### config.mk
export PLATFORM = sky130hd
export DESIGN_NAME = spi_slave
export DESIGN_NICKNAME = d
export VERILOG_FILES = /design/src/rtl/spi_slave.sv
export SDC_FILE = /design/constraint.sdc
export NUM_CORES = 1
export LEC_CHECK = 0
export ABC_AREA = 1
export ABC_CLOCK_PERIOD_IN_PS = 2050
export BUFFER_PORTS_ARGS = -buffer_cell sky130_fd_sc_hd__buf_2
export CELL_PAD_IN_SITES_DETAIL_PLACEMENT = 1
export CELL_PAD_IN_SITES_GLOBAL_PLACEMENT = 1
export CORE_MARGIN = 4
export CORE_UTILIZATION = 42
export DETAILED_ROUTE_END_ITERATION = 7
export GPL_ROUTABILITY_DRIVEN = 0
export GPL_TIMING_DRIVEN = 0
export PLACE_DENSITY_LB_ADDON = 0.15
export SLEW_MARGIN = 40
export SYNTH_ARGS = -nofsm -noshare
export SYNTH_HDL_FRONTEND = slang
export SYNTH_SLANG_ARGS = --single-unit
### constraint.sdc
create_clock -name clk -period 2.05 [get_ports clk]
set_input_delay 0.3075 -clock clk [delete_from_list [all_inputs] [get_ports clk]]
set_output_delay 0.3075 -clock clk [all_outputs]
set_load 0.1 [all_outputs]
### src/rtl/spi_slave.sv
// SPI mode-0 slave: synchronised sclk/mosi/cs_n sampled on clk, back-to-back words under one cs_n.
// Define SPI_SLAVE_OVR_EN to build the sticky overrun flag; otherwise ovr is tied low.
module spi_slave #(
    parameter int WIDTH       = 13,
    parameter int SYNC_STAGES = 2
) (
    input  logic             clk,
    input  logic             rst,
    input  logic             sclk,
    input  logic             cs_n,
    input  logic             mosi,
    output logic             miso,
    input  logic [WIDTH-1:0] tx_dat,
    output logic [WIDTH-1:0] rx_dat,
    output logic             rx_valid,
    input  logic             rx_ack,
    output logic             busy,
    output logic             frame_err,
    output logic             ovr
);

    localparam int CW = (WIDTH > 2) ? $clog2(WIDTH) : 1;

    typedef enum logic {IDLE, SHIFT} state_t;

    state_t state_reg, state_next;

    logic [SYNC_STAGES-1:0] sclk_sync_reg, mosi_sync_reg, cs_sync_reg, live_reg;
    logic sclk_prev_reg, cs_prev_reg, armed_reg;
    logic sclk_s, mosi_s, cs_s;
    logic sclk_rise, sclk_fall, cs_fall, cs_rise;

    logic [CW-1:0]    cnt_reg, cnt_next;
    logic [WIDTH-1:0] tx_sh_reg, tx_sh_next;
    logic [WIDTH-2:0] rx_sh_reg, rx_sh_next;
    logic [WIDTH-1:0] rx_dat_reg, rx_dat_next;
    logic [WIDTH-1:0] rx_word;
    logic rx_valid_reg, rx_valid_next;
    logic frame_err_reg, frame_err_next;
    logic miso_reg, miso_next;
    logic pend_reg, pend_next;
    logic word_done;

    // live_reg fills with ones after reset so the armed flag only trusts cs_n
    // samples that actually came from the pin, not the reset preload.
    always_ff @(posedge clk or negedge rst) begin
        if (!rst) begin
            sclk_sync_reg <= '0;
            mosi_sync_reg <= '0;
            cs_sync_reg   <= '1;
            live_reg      <= '0;
            sclk_prev_reg <= 1'b0;
            cs_prev_reg   <= 1'b1;
            armed_reg     <= 1'b0;
        end else begin
            sclk_sync_reg <= {sclk_sync_reg[SYNC_STAGES-2:0], sclk};
            mosi_sync_reg <= {mosi_sync_reg[SYNC_STAGES-2:0], mosi};
            cs_sync_reg   <= {cs_sync_reg[SYNC_STAGES-2:0], cs_n};
            live_reg      <= {live_reg[SYNC_STAGES-2:0], 1'b1};
            sclk_prev_reg <= sclk_s;
            cs_prev_reg   <= cs_s;
            if (live_reg[SYNC_STAGES-1] && cs_s)
                armed_reg <= 1'b1;
        end
    end

    assign sclk_s    = sclk_sync_reg[SYNC_STAGES-1];
    assign mosi_s    = mosi_sync_reg[SYNC_STAGES-1];
    assign cs_s      = cs_sync_reg[SYNC_STAGES-1];
    assign sclk_rise = sclk_s & ~sclk_prev_reg;
    assign sclk_fall = ~sclk_s & sclk_prev_reg;
    assign cs_fall   = armed_reg & cs_prev_reg & ~cs_s;
    assign cs_rise   = cs_s & ~cs_prev_reg;
    assign rx_word   = {rx_sh_reg, mosi_s};

`ifdef SPI_SLAVE_OVR_EN
    logic ovr_reg, ovr_next;
`endif

    always_ff @(posedge clk or negedge rst) begin
        if (!rst) begin
            state_reg     <= IDLE;
            cnt_reg       <= '0;
            tx_sh_reg     <= '0;
            rx_sh_reg     <= '0;
            rx_dat_reg    <= '0;
            rx_valid_reg  <= 1'b0;
            frame_err_reg <= 1'b0;
            miso_reg      <= 1'b0;
            pend_reg      <= 1'b0;
`ifdef SPI_SLAVE_OVR_EN
            ovr_reg       <= 1'b0;
`endif
        end else begin
            state_reg     <= state_next;
            cnt_reg       <= cnt_next;
            tx_sh_reg     <= tx_sh_next;
            rx_sh_reg     <= rx_sh_next;
            rx_dat_reg    <= rx_dat_next;
            rx_valid_reg  <= rx_valid_next;
            frame_err_reg <= frame_err_next;
            miso_reg      <= miso_next;
            pend_reg      <= pend_next;
`ifdef SPI_SLAVE_OVR_EN
            ovr_reg       <= ovr_next;
`endif
        end
    end

    always_comb begin
        state_next     = state_reg;
        cnt_next       = cnt_reg;
        tx_sh_next     = tx_sh_reg;
        rx_sh_next     = rx_sh_reg;
        rx_dat_next    = rx_dat_reg;
        rx_valid_next  = rx_valid_reg;
        frame_err_next = 1'b0;
        miso_next      = miso_reg;
        pend_next      = pend_reg;
        word_done      = 1'b0;

        if (rx_ack)
            rx_valid_next = 1'b0;

        case (state_reg)
            IDLE: begin
                miso_next = 1'b0;
                if (cs_fall) begin
                    state_next = SHIFT;
                    tx_sh_next = tx_dat;
                    miso_next  = tx_dat[WIDTH-1];
                    cnt_next   = '0;
                    pend_next  = 1'b0;
                end
            end
            SHIFT: begin
                if (cs_rise) begin
                    state_next = IDLE;
                    miso_next  = 1'b0;
                    pend_next  = 1'b0;
                    if (cnt_reg != '0)
                        frame_err_next = 1'b1;
                end else if (sclk_rise) begin
                    rx_sh_next = rx_word[WIDTH-2:0];
                    if (cnt_reg == CW'(WIDTH - 1)) begin
                        // The reloaded MSB is held back until the next sclk fall
                        // so the last bit of this word stays on miso until then.
                        cnt_next      = '0;
                        rx_dat_next   = rx_word;
                        rx_valid_next = 1'b1;
                        tx_sh_next    = tx_dat;
                        pend_next     = 1'b1;
                        word_done     = 1'b1;
                    end else begin
                        cnt_next = cnt_reg + CW'(1);
                    end
                end else if (sclk_fall) begin
                    if (pend_reg) begin
                        miso_next = tx_sh_reg[WIDTH-1];
                        pend_next = 1'b0;
                    end else begin
                        tx_sh_next = tx_sh_reg << 1;
                        miso_next  = tx_sh_reg[WIDTH-2];
                    end
                end
            end
            default: state_next = IDLE;
        endcase
    end

`ifdef SPI_SLAVE_OVR_EN
    always_comb begin
        ovr_next = ovr_reg;
        if (word_done && rx_valid_reg && !rx_ack)
            ovr_next = 1'b1;
    end
    assign ovr = ovr_reg;
`else
    assign ovr = 1'b0;
`endif

    assign miso      = miso_reg;
    assign rx_dat    = rx_dat_reg;
    assign rx_valid  = rx_valid_reg;
    assign frame_err = frame_err_reg;
    assign busy      = (state_reg == SHIFT);

endmodule

# Word level (Yosys, flattened, before mapping)
# Cells that the tools add are included.
[totals] wordCells=82 register_bits=58 inputBits=19
[op_classes] n_reduce_logical=8 eq_ne=11 n_bitwise=11 n_addsub=1 muxes=35
[op_table] op="13-bit two-way mux" n=6
[op_table] op="13-bit case mux with 2 select lines" n=1
[op_table] op="1-bit two-way mux" n=20
[op_table] op="4-bit two-way mux" n=4
[op_table] op="3-bit AND reduction" n=3
[op_table] op="4-bit case mux with 2 select lines" n=1
[op_table] op="3-bit by 1-bit != test with 1-bit output (second input constant)" n=2
[op_table] op="3-bit by 2-bit != test with 1-bit output (second input constant)" n=2
[op_table] op="1-bit inverter" n=6
[op_table] op="1-bit case mux with 2 select lines" n=3
[op_table] op="1-bit AND" n=5
[op_table] op="5-bit AND reduction" n=1
[op_table] op="4-bit by 1-bit adder with 4-bit output (second input constant)" n=1
[op_table] op="4-bit equality test (second input constant)" n=1
[op_table] op="2-bit != test (second input constant)" n=2
[op_table] op="4-bit by 1-bit != test with 1-bit output (second input constant)" n=1
[op_table] op="4-bit by 2-bit != test with 1-bit output (second input constant)" n=1
[op_table] op="4-bit AND reduction" n=1
[op_table] op="4-bit nonzero test" n=1
[op_table] op="3-bit != test (second input constant)" n=1
[op_table] op="2-bit by 1-bit != test with 1-bit output (second input constant)" n=1
[op_table] op="2-bit AND reduction" n=1
[op_table] op="1-bit logical AND" n=1

# Logic depth before layout (Yosys ltp)
[depth] ltp_word=6 ltp_mapped=10 mapped_depth_nobuf=9

# Worst setup path after synthesis
# OpenSTA, ideal clock, no wires.
[synth_path] path_kind="flip-flop to flip-flop" startpoint="register state_reg, in the netlist busy" endpoint="register tx_sh_reg[11]" arrival_ns=1.757 slack_ns=0.176 path_stages_with_launch=8 t_required_ns=1.934 path_buffers=2 period_less_slack_ns=1.874 path_cell_list="dfrtp_1 buf_2 nand3_1 nand2_1 inv_1 buf_4 nand3_1 nand2_1"
[synth_via] elab_chain_cells=3 word_cells_on_any_way=8
[synth_rtl] element="start, declared" line="26" rtl="state_t state_reg, state_next;"
[synth_rtl] element="start signal, assigned" line="95" rtl="state_reg <= state_next;"
[synth_rtl] element="1-bit inverter"
[synth_rtl] element="2-bit != test (no line)"
[synth_rtl] element="5-bit AND reduction (no line)"
[synth_rtl] element="end signal, assigned" line="97" rtl="tx_sh_reg <= tx_sh_next;"
[synth_rtl] element="end, declared" line="34" rtl="logic [WIDTH-1:0] tx_sh_reg, tx_sh_next;"
# Parallel ways exist; a longest one is shown, timed or not.
# A chain may end at the register's enable or synchronous reset.

# Final worst setup path
[layout_path] startpoint="register cnt_reg[0]" endpoint="register tx_sh_reg[11]"
[layout_via] elab_chain_cells=3
[layout_rtl] element="start, declared" line="33" rtl="logic [CW-1:0] cnt_reg, cnt_next;"
[layout_rtl] element="start signal, assigned" line="96" rtl="cnt_reg <= cnt_next;"
[layout_rtl] element="4-bit equality test" line="145" rtl="if (cnt_reg == CW'(WIDTH - 1)) begin"
[layout_rtl] element="3-bit by 2-bit != test with 1-bit output (no line)"
[layout_rtl] element="5-bit AND reduction (no line)"
# Every way passes these cells.

==> impl_metrics.py <==
metrics = {
    "clocking": {
        "h-tree-depth": 3,
        "root_buffer": "clkbuf_8",
        "clk-insertion-delay-late_ns": 0.33,
        "post_cts_resized": 0,
        "cts-buffers-inserted": 9,
        "clk_pin_slew_worst_paths_ns": 0.07,
        "cts_buffer_depth": 2,
        "cts_sinks": 58,
        "postCtsHoldBufs": 0,
        "cts_tree": "yes",
        "postCtsSetupBuffers": 0,
    },
    "synth": {
        "syn-instance-count": 282,
        "synth_nets": 303,
        "synth_top_area_share_pct": 55.8,
        "synth_compound_gate_area_share_pct": 7.91,
        "synth_cell_types": 25,
        "syn_avg_cell_area_um2": 8.75,
        "synth_adder_area_share_pct": 1.01,
        "synth_top_area_cell": "dfrtp_1",
        "synth.mux.area_fraction_pct": 0,
        "ys_seq_area_share_pct": 58.9,
        "ys_ff_latch": 58,
        "synth_warnings": 0,
        "synth_area_leaders": "dfrtp_1 (56%), nand2_1 (16%), nand3_1 (6.3%)",
        "synth-simple-area-share_pct": 24.6,
        "synth_top_family_by_area": "simple AND/OR/NAND/NOR gates",
        "synth.cell_area_mm2": 0.00247,
        "synth_xor_area_share_pct": 0,
    },
    "route": {
        "antenna_left": 0,
        "drc": 0,
        "drtIter0Drc": 87,
        "drt-total-wl_um": 5720,
        "drtPass1Iterations": 4,
        "dr_total_vias": 2002,
        "wl_per_cell_um": 14.1,
        "vias_per_cell": 4.94,
    },
    "power_and_ir_drop": {
        "p_per_area_mw_per_mm2": 1040,
        "max-vdd-ir-drop_v": 0.000602,
        "p_leak_nw": 1.53,
    },
    "finish": {
        "n_antenna_cell": 0,
        "layout.nets": 349,
        "area_growth_pct": 19.1,
        "drive_gt1_share_pct": 21.9,
        "final_cells": 405,
    },
    "place": {
        "io_buffers": 35,
        "dp_hpwl_um": 3870,
        "dp.cells": 389,
    },
    "critical_path": {
        "cp-startpoint": "cnt_reg[0]$_DFFE_PN0P_",
        "worstPathArrival_ns": 1.96,
        "crit_fanout": 10,
        "required_ns": 2.26,
        "cp-end-kind": "flop",
        "worstSetupStartpointType": "flop",
        "r2r-start": "cnt_reg[0]$_DFFE_PN0P_",
        "path_class": "flop to flop",
    },
    "global_route": {
        "met3_usage_pct": 3.34,
        "grt_usage_pct": 17.7,
        "grt_pass1_vias": 2125,
        "gr-usage-met2_pct": 28.7,
        "busiest_layer": "met2",
        "use_met1_pct": 23.3,
        "grt_pass1_wl_um": 10100,
        "grt-ovfl-total": 0,
        "antenna_found_initial": 0,
        "grt_start_max_net_pins": 59,
    },
    "timing": {
        "setup_viol": 0,
        "rsz0062_at_grt": "no",
        "totalNegativeSetupSlack_ns": 0,
        "slew_headroom_pct": 51.1,
        "whs_ns": 0.0331,
        "clock_skew_ns": 0.00909,
        "period_needed_ns": 1.74,
        "fmax_mhz": 573,
        "tightestPinTransition_ns": 0.734,
        "slew_viol_final": 0,
        "final-hold-violation-count": 0,
        "min_period_over_period_pct": 85.1,
    },
    "die": {
        "core_mm2": 0.00561,
        "die_area_mm2": 0.00717,
        "die_width_um": 84.7,
        "ios": 37,
        "row_count": 27,
        "die_h_um": 84.7,
        "start_util_pct": 44.0,
    },
    "status": {
        "status": "finished clean",
    },
    "job": {
        "cap_violations": 0,
    },
    "min_path": {
        "min_path_type": "primary input to async pin",
    },
}
-- critical path, cell delays in order, from the launching register on --
cell	delay, ns
dfrtp_1	0.43
inv_1	0.10
ha_1	0.21
nand2_1	0.08
nor2_2	0.15
nand2_1	0.10
nand2_2	0.13
nand3_2	0.14
buf_6	0.18
nand2_1	0.06
nand2_1	0.05
-- through the flow --
step                utilization (%)  instance area, um^2  worst slack, ns  total power [mW]
finish                         52.4                 2940            0.305              3.05
global route                   52.4                 2940            0.168              3.24
CTS                            52.4                 2940            0.270              3.08
detailed placement             48.8                 2740            0.314              1.99
global placement               48.8                 2730            0.340              1.97
floorplan                         -                 2470            0.176              1.82
-- layout by cell type, fill, tap and decap left out, types with 3 or more instances in the layout --
cell type  netlist  final
nand3_1         31     31
o21ai_1         13     13
dfrtp_1         55     55
dfstp_2          3      3
inv_1           25     25
buf_4            4      5
nor2_1           3      3
buf_2            7     41
nand2_1        102    102
clkbuf_8         0     10
o21ai_0         19     19
-- power by group --
| part | leakage [nW] | internal [mW] | switching (mW) | total [mW] |
|---|---|---|---|---|
| clock network | 0.0962 | 0.601 | 0.477 | 1.08 |
| registers | 0.749 | 1.31 | 0.102 | 1.41 |
| logic | 0.687 | 0.186 | 0.371 | 0.557 |
| total | 1.53 | 2.10 | 0.949 | 3.05 |
-- logic make-up (layout without fill, tap and decap cells) --
logic type,count (synthesis),in the layout
flip-flops,58,58
other,2,2
AND/OR/NAND/NOR,144,144
AO/OA/AOI/OAI,37,37
buffers and inverters,39,90
adder cells (fa/ha/maj),2,2
-- layout make-up --
class	instances	area, um^2
Sequential cell	58	1460
Inverter	26	97.6
Clock buffer	11	141
Multi-Input combinational cell	185	835
Timing Repair Buffer	35	178
Buffer	13	81.3
Fill cell	717	2670
Tap cell	72	90.1
Clock inverter	5	62.6
-- layer usage --
metal	routed length [um]	share of wire, %	vias up
met5	0	0	-
met3	183	3.2	9
met2	2790	49	29
met1	2650	46	983
met4	97	1.7	0
li1	-	-	981
-- worst paths after layout --
kind | cells after the start | to | slack (ns)
max in group asynchronous | 1 | tx_sh_reg[12]$_DFFE_PN0P_ | 1.53
min | 1 | busy$_DFF_PN0_ | 0.03
min in group clk | 1 | cs_sync_reg[0]$_DFF_PN1_ | 0.08
min reg2reg | 0 | sclk_sync_reg[1]$_DFF_PN0_ | 0.35
max reg2reg | 10 | tx_sh_reg[11]$_DFFE_PN0P_ | 0.31
max | 10 | tx_sh_reg[11]$_DFFE_PN0P_ | 0.31
-- cells in the mapped netlist (all sizes together) --
master,number
inv,26
buf,12
a21boi,1
o211ai,1
a21o,1
nand3,33
dfstp,3
nand2,103
a21oi,1
o21ai,32
a211oi,1
or2,1
nor2,5
dfrtp,55
ha,2
nand4,2
conb,2
clkbuf,1
No activity file was read; power rests on OpenSTA's default activity.
